==> src/rtl/reg_bank_pkg.sv <==
// Shared definitions for the shifting register bank: write opcodes and the
// next-value rule used by both the register cells and the read bypass.
package reg_bank_pkg;

    localparam logic [1:0] OP_HOLD = 2'b00;
    localparam logic [1:0] OP_LOAD = 2'b01;
    localparam logic [1:0] OP_SHL  = 2'b10;
    localparam logic [1:0] OP_SHR  = 2'b11;

    // Widest register the shared next_value() helper supports; callers
    // zero-extend into this width and truncate the result back.
    localparam int MAX_W = 64;

    // Value a register takes after one write-port operation. cur and wdata
    // are zero-extended to MAX_W, so for SHR the bit at width-1 is empty
    // after the shift and sin can simply be OR-ed in there.
    function automatic logic [MAX_W-1:0] next_value(
        input logic [MAX_W-1:0] cur,
        input logic [1:0]       op,
        input logic [MAX_W-1:0] wdata,
        input logic             sin,
        input int               width
    );
        logic [MAX_W-1:0] nv;
        nv = cur;
        case (op)
            OP_LOAD: nv = wdata;
            OP_SHL:  nv = {cur[MAX_W-2:0], sin};
            OP_SHR:  nv = (cur >> 1) | (MAX_W'(sin) << (width - 1));
            default: nv = cur;
        endcase
        return nv;
    endfunction

endpackage

==> src/rtl/shift_reg_cell.sv <==
// One WIDTH-bit register of the bank. Exposes its next value so the top
// level can forward it to the read ports, and the bit a shift would drop.
module shift_reg_cell
    import reg_bank_pkg::*;
#(
    parameter int WIDTH = 8
) (
    input  logic             clk,
    input  logic             rst,
    input  logic             clr,
    input  logic             en,
    input  logic [1:0]       op,
    input  logic [WIDTH-1:0] wdata,
    input  logic             sin,
    output logic [WIDTH-1:0] q,
    output logic [WIDTH-1:0] d_next,
    output logic             so
);

    // Next value and shift-out bit for the operation currently presented.
    always_comb begin
        d_next = WIDTH'(next_value(MAX_W'(q), op, MAX_W'(wdata), sin, WIDTH));
        so     = (op == OP_SHR) ? q[0] : q[WIDTH-1];
    end

    // Register update: reset, then clear, then the enabled write.
    always_ff @(posedge clk or posedge rst) begin
        if (rst) begin
            q <= '0;
        end else if (clr) begin
            q <= '0;
        end else if (en) begin
            q <= d_next;
        end
    end

endmodule

==> src/rtl/reg_bank_shift.sv <==
// Bank of DEPTH shifting registers with one write port, two combinational
// read ports (optionally forwarding the value being written) and a sticky
// shift-out flag holding the last bit dropped by a shift.
module reg_bank_shift
    import reg_bank_pkg::*;
#(
    parameter  int WIDTH  = 8,
    parameter  int DEPTH  = 4,
    parameter  int BYPASS = 1,
    localparam int AW     = $clog2(DEPTH)
) (
    input  logic             clk,
    input  logic             rst,
    input  logic             clr,
    input  logic             we,
    input  logic [AW-1:0]    waddr,
    input  logic [1:0]       wop,
    input  logic [WIDTH-1:0] wdata,
    input  logic             sin,
    input  logic [AW-1:0]    raddr_a,
    output logic [WIDTH-1:0] rdata_a,
    input  logic [AW-1:0]    raddr_b,
    output logic [WIDTH-1:0] rdata_b,
    output logic             sout
);

    // One extra bit so addresses can be compared against DEPTH even when
    // DEPTH is a power of two.
    localparam logic [AW:0] DEPTH_W = (AW + 1)'(DEPTH);

    logic [WIDTH-1:0] q      [DEPTH];
    logic [WIDTH-1:0] d_next [DEPTH];
    logic [DEPTH-1:0] so_vec;
    logic [DEPTH-1:0] en_vec;
    logic             waddr_ok;

    assign waddr_ok = ({1'b0, waddr} < DEPTH_W);

    for (genvar i = 0; i < DEPTH; i++) begin : g_cell
        assign en_vec[i] = we & (waddr == AW'(i));

        shift_reg_cell #(
            .WIDTH (WIDTH)
        ) u_cell (
            .clk    (clk),
            .rst    (rst),
            .clr    (clr),
            .en     (en_vec[i]),
            .op     (wop),
            .wdata  (wdata),
            .sin    (sin),
            .q      (q[i]),
            .d_next (d_next[i]),
            .so     (so_vec[i])
        );
    end

    // Sticky shift-out: only a shift into an existing register updates it.
    always_ff @(posedge clk or posedge rst) begin
        if (rst) begin
            sout <= 1'b0;
        end else if (clr) begin
            sout <= 1'b0;
        end else if (we && waddr_ok && wop[1]) begin
            sout <= so_vec[waddr];
        end
    end

    // Read mux shared by both ports. With forwarding enabled a pending
    // clear or reset reads as zero, since that is the register's next value.
    function automatic logic [WIDTH-1:0] read_port(input logic [AW-1:0] ra);
        logic [WIDTH-1:0] v;
        v = '0;
        if ({1'b0, ra} < DEPTH_W) begin
            v = q[ra];
            if (BYPASS != 0 && we && wop != OP_HOLD && ra == waddr) begin
                v = d_next[ra];
            end
        end
        if (BYPASS != 0 && (rst || clr)) begin
            v = '0;
        end
        return v;
    endfunction

    // Two independent combinational read ports.
    always_comb begin
        rdata_a = read_port(raddr_a);
        rdata_b = read_port(raddr_b);
    end

endmodule

==> config.mk <==
export PLATFORM = sky130hd
export DESIGN_NAME = reg_bank_shift
export DESIGN_NICKNAME = d
export VERILOG_FILES = /design/src/rtl/reg_bank_pkg.sv /design/src/rtl/shift_reg_cell.sv /design/src/rtl/reg_bank_shift.sv
export SDC_FILE = /design/constraint.sdc
export NUM_CORES = 1
export LEC_CHECK = 0
export CAP_MARGIN = 20
export CORE_ASPECT_RATIO = 0.5
export CORE_MARGIN = 2
export CORE_UTILIZATION = 25
export DETAILED_ROUTE_END_ITERATION = 8
export MAX_ROUTING_LAYER = met4
export PLACE_DENSITY = 0.46
export RECOVER_POWER = 50
export SYNTH_ARGS = -nofsm -noshare
export SYNTH_HDL_FRONTEND = slang
export SYNTH_SLANG_ARGS = --single-unit
==> constraint.sdc <==
create_clock -name clk -period 2.3 [get_ports clk]
set_clock_uncertainty 0.15 [all_clocks]
set_input_delay 0.46 -clock clk [delete_from_list [all_inputs] [get_ports clk]]
set_output_delay 0.46 -clock clk [all_outputs]
set_load 0.03 [all_outputs]
==> impl_metrics.tcl <==
set metrics [dict create \
    outcome "complete, but fails checks" \
    failed_checks "negative setup slack" \
    tightest_slew_ns 0.8773 \
    power.density_nw_per_um2 371.2 \
    ctsHtreeMaxLevel 2 \
    die_y_um 90.27 \
    final.setup.worst_slack_ns -0.2764 \
    netlist_area_um2 3721 \
    drt-total-wl_um 15850 \
    initial_core_util_pct 25.65 \
    antenna_found_initial 0 \
    dp_hpwl_um 11550 \
    syn_inst 397 \
    ys_seq_area_share_pct 22.19 \
    max_freq_mhz 388.1 \
    synthArstFlopShare_pct 100.0 \
    drt_iter0_drc 512 \
    die_area_um2 15940 \
    hold_ws_ns 0.2882 \
    rows 31 \
    hold_viol 0 \
    clock_path_buffers 2 \
    hold_buffers 0 \
    startpoint_type "flop" \
    cts.sinks 33 \
    crit_path_top_delay_cell "mux4_2" \
    peakVddDrop_mv 0.3605 \
    wl_per_cell_um 21.11 \
    areaGrowthSynthToFinish_pct 61.43 \
    max_stage_delay_ns 0.49 \
    endpoint "rdata_b[4]" \
    period_needed_ns 2.576 \
    min_path_type "primary input to async pin" \
    yosysWarnings 0 \
    io_pins 38 \
    nets 574 \
    final_layout_size_suffix_gt1_share_pct 54.43 \
    worst_r2r_endpoint "g_cell[3].u_cell.q[2]$_DFFE_PP0P_" \
    cp-end-kind "output pin" \
    leakagePower_nw 2.661 \
    yosysUniqueCellTypes 40 \
    clk_latency_ns 0.27 \
    cp-startpoint "g_cell[2].u_cell.q[5]$_DFFE_PP0P_" \
    crit_chain "mux2_2 -> mux4_2 -> a32oi_2 -> nand2_2 -> buf_6" \
    drc 0 \
    ys_ff_latch 33 \
    worst_r2r_path_depth 5 \
    ant_nets 0 \
    critPathRequiredTime_ns 1.69 \
    gr-total-overflow 0 \
    fp.coreArea_um2 14510 \
    grt_pass1_wl_um 24380 \
    synth_edf_count 0 \
    slew_headroom_pct 41.51 \
    avgSynthCellArea_um2 9.373 \
    antenna_cells 0 \
    fin_crit_sh_pct 112.0 \
    vias 4089 \
    critPathKind "flop to output pin" \
    rrSetupSlack_ns 0.59 \
    cts_tree "yes" \
    cts-buffers-inserted 5 \
    r2r_start "g_cell[3].u_cell.q[3]$_DFFE_PP0P_" \
    clk_pin_slew_ns 0.05 \
    worst_ep_arrival_time_ns 1.97 \
    rsz0062_at_grt "true" \
    clockRootBuffer "clkbuf_16" \
    routed_via_density 5.445 \
    cap_violations 0 \
    grt_max_degree 34 \
    crit_fanout 4 \
    die_w_um 176.5 \
    syn_nets 418 \
    grt_use_total_pct 20.72 \
    grt_pass1_vias 4012 \
    io_buffers 37 \
    synthFlopType "dfrtp_1" \
    slew_viol_final 0 \
    setup_viol 16 \
    dr.pass1.iters 6 \
    finalWeightedCongestion 0.8990 \
    power.total_mw 2.230 \
]
worst min path at each step:
stage | end
floorplan | g_cell[1].u_cell.q[7]$_DFFE_PP0P_
global placement | sout$_DFFE_PP0P_
detailed placement | sout$_DFFE_PP0P_
CTS | g_cell[0].u_cell.q[0]$_DFFE_PP0P_
global route | sout$_DFFE_PP0P_
finish | sout$_DFFE_PP0P_
synth_stat cells, types with 2 or more instances:
cell type | count | area share, %
mux4_2 | 38 | 23
nor2_1 | 52 | 5.2
buf_2 | 10 | 1.3
nand2b_1 | 7 | 1.2
buf_4 | 8 | 1.6
and2_1 | 4 | 0.67
clkbuf_1 | 13 | 1.3
inv_1 | 3 | 0.30
a22o_1 | 14 | 3.3
a21oi_1 | 13 | 1.7
a32oi_1 | 3 | 0.71
a211oi_1 | 2 | 0.40
a211o_1 | 2 | 0.47
nand3_1 | 21 | 2.8
mux2_4 | 4 | 1.6
mux2_2 | 8 | 2.4
nand2_1 | 46 | 4.6
o21ba_2 | 2 | 0.54
o2111ai_1 | 2 | 0.47
o211ai_1 | 20 | 4.0
nor3_1 | 24 | 3.2
xnor2_1 | 4 | 0.94
a31oi_2 | 2 | 0.67
or2_2 | 2 | 0.34
buf_6 | 5 | 1.5
mux2i_1 | 30 | 8.1
nor4b_4 | 2 | 1.3
dfrtp_1 | 33 | 22
o22ai_1 | 6 | 1.0
nor2b_1 | 3 | 0.50
o21ai_0 | 5 | 0.67
per-layer routing:
metal / vias up / routed length [um] / global-route usage (%) / share of wire (%)
li1: 1818 / - / - / -
met1: 2101 / 7291 / 29.55 / 46
met2: 159 / 7145 / 31.35 / 45
met3: 11 / 1286 / 4.125 / 8.1
met4: 0 / 129 / 2.410 / 0.81
met5: - / 0 / - / 0
what timing repair did:
item / 4_1_cts / 5_1_grt
resized for setup: 139 / 32
setup endpoints to repair: 16 / 16
buffers inserted: 32 / 9
pin swaps: 31 / 18
gates cloned: 5 / 0
logic make-up (layout without fill, tap and decap cells):
| kind of cell | after synthesis | after routing | share of synthesized area (%) |
|---|---|---|---|
| AO/OA/AOI/OAI | 73 | 73 | 14.46 |
| flip-flops | 33 | 33 | 22.19 |
| AND/OR/NAND/NOR | 166 | 166 | 21.02 |
| buffers and inverters | 41 | 197 | 6.288 |
| XOR/XNOR | 4 | 4 | 0.9414 |
| multiplexers | 80 | 80 | 35.10 |
worst max-delay path, delay by kind of cell, from the launching register on:
| family | cells | cell delay, ns |
|---|---|---|
| compound gates | 1 | 0.23 |
| simple gates | 1 | 0.07 |
| flops | 1 | 0.45 |
| buf+inv | 1 | 0.14 |
| mux | 2 | 0.81 |
power by group:
part | total, mW | internal (mW) | leakage, nW | switching [mW]
combinational | 0.922 | 0.481 | 2.16 | 0.441
clock | 0.658 | 0.425 | 0.0700 | 0.233
sequential | 0.649 | 0.608 | 0.434 | 0.0416
state kept, by name, summed over array words and instances, names as in the netlist:
register / flops
g_cell.u_cell.q: 32
sout: 1
cell type report:
type | instances | area, um2
sequential | 33 | 838.3
fill | 1464 | 8499
clock buffer | 7 | 142.6
tap | 198 | 247.7
multi-input combinational | 323 | 3027
timing repair buffer | 186 | 1732
inverter | 4 | 20.02
per-stage QoR:
| stage | instance area, um2 | utilization, % | instances | setup slack, ns | setup TNS (ns) |
|---|---|---|---|---|---|
| floorplan | 3892 | - | 397 | -0.2119 | -0.6021 |
| global placement | 5055 | 34.85 | 703 | -0.7470 | -11.13 |
| detailed placement | 5055 | 34.85 | 703 | -0.7662 | -11.23 |
| CTS | 5932 | 40.89 | 746 | -0.3701 | -3.725 |
| global route | 6007 | 41.41 | 751 | -0.3253 | -3.666 |
| finish | 6007 | 41.41 | 751 | -0.2764 | -2.948 |
cell usage in the layout, fill, tap and decap left out, types with 6 or more instances in the layout:
cell type  synthesis  routed
a21oi_1           13      13
a22o_1            14      14
buf_12             0      10
buf_4              8     128
buf_6              5      24
dfrtp_1           33      23
dfrtp_2            0      10
mux2_4             4      10
mux2i_1           30      24
mux4_2            38      38
nand2_1           46      38
nand2_2            0       7
nand3_1           21       8
nand3_2            0       7
nand3_4            0       6
nor2_1            52      50
nor3_1            24      24
o211ai_1          20      20
Power figures use the tool's default switching activity.
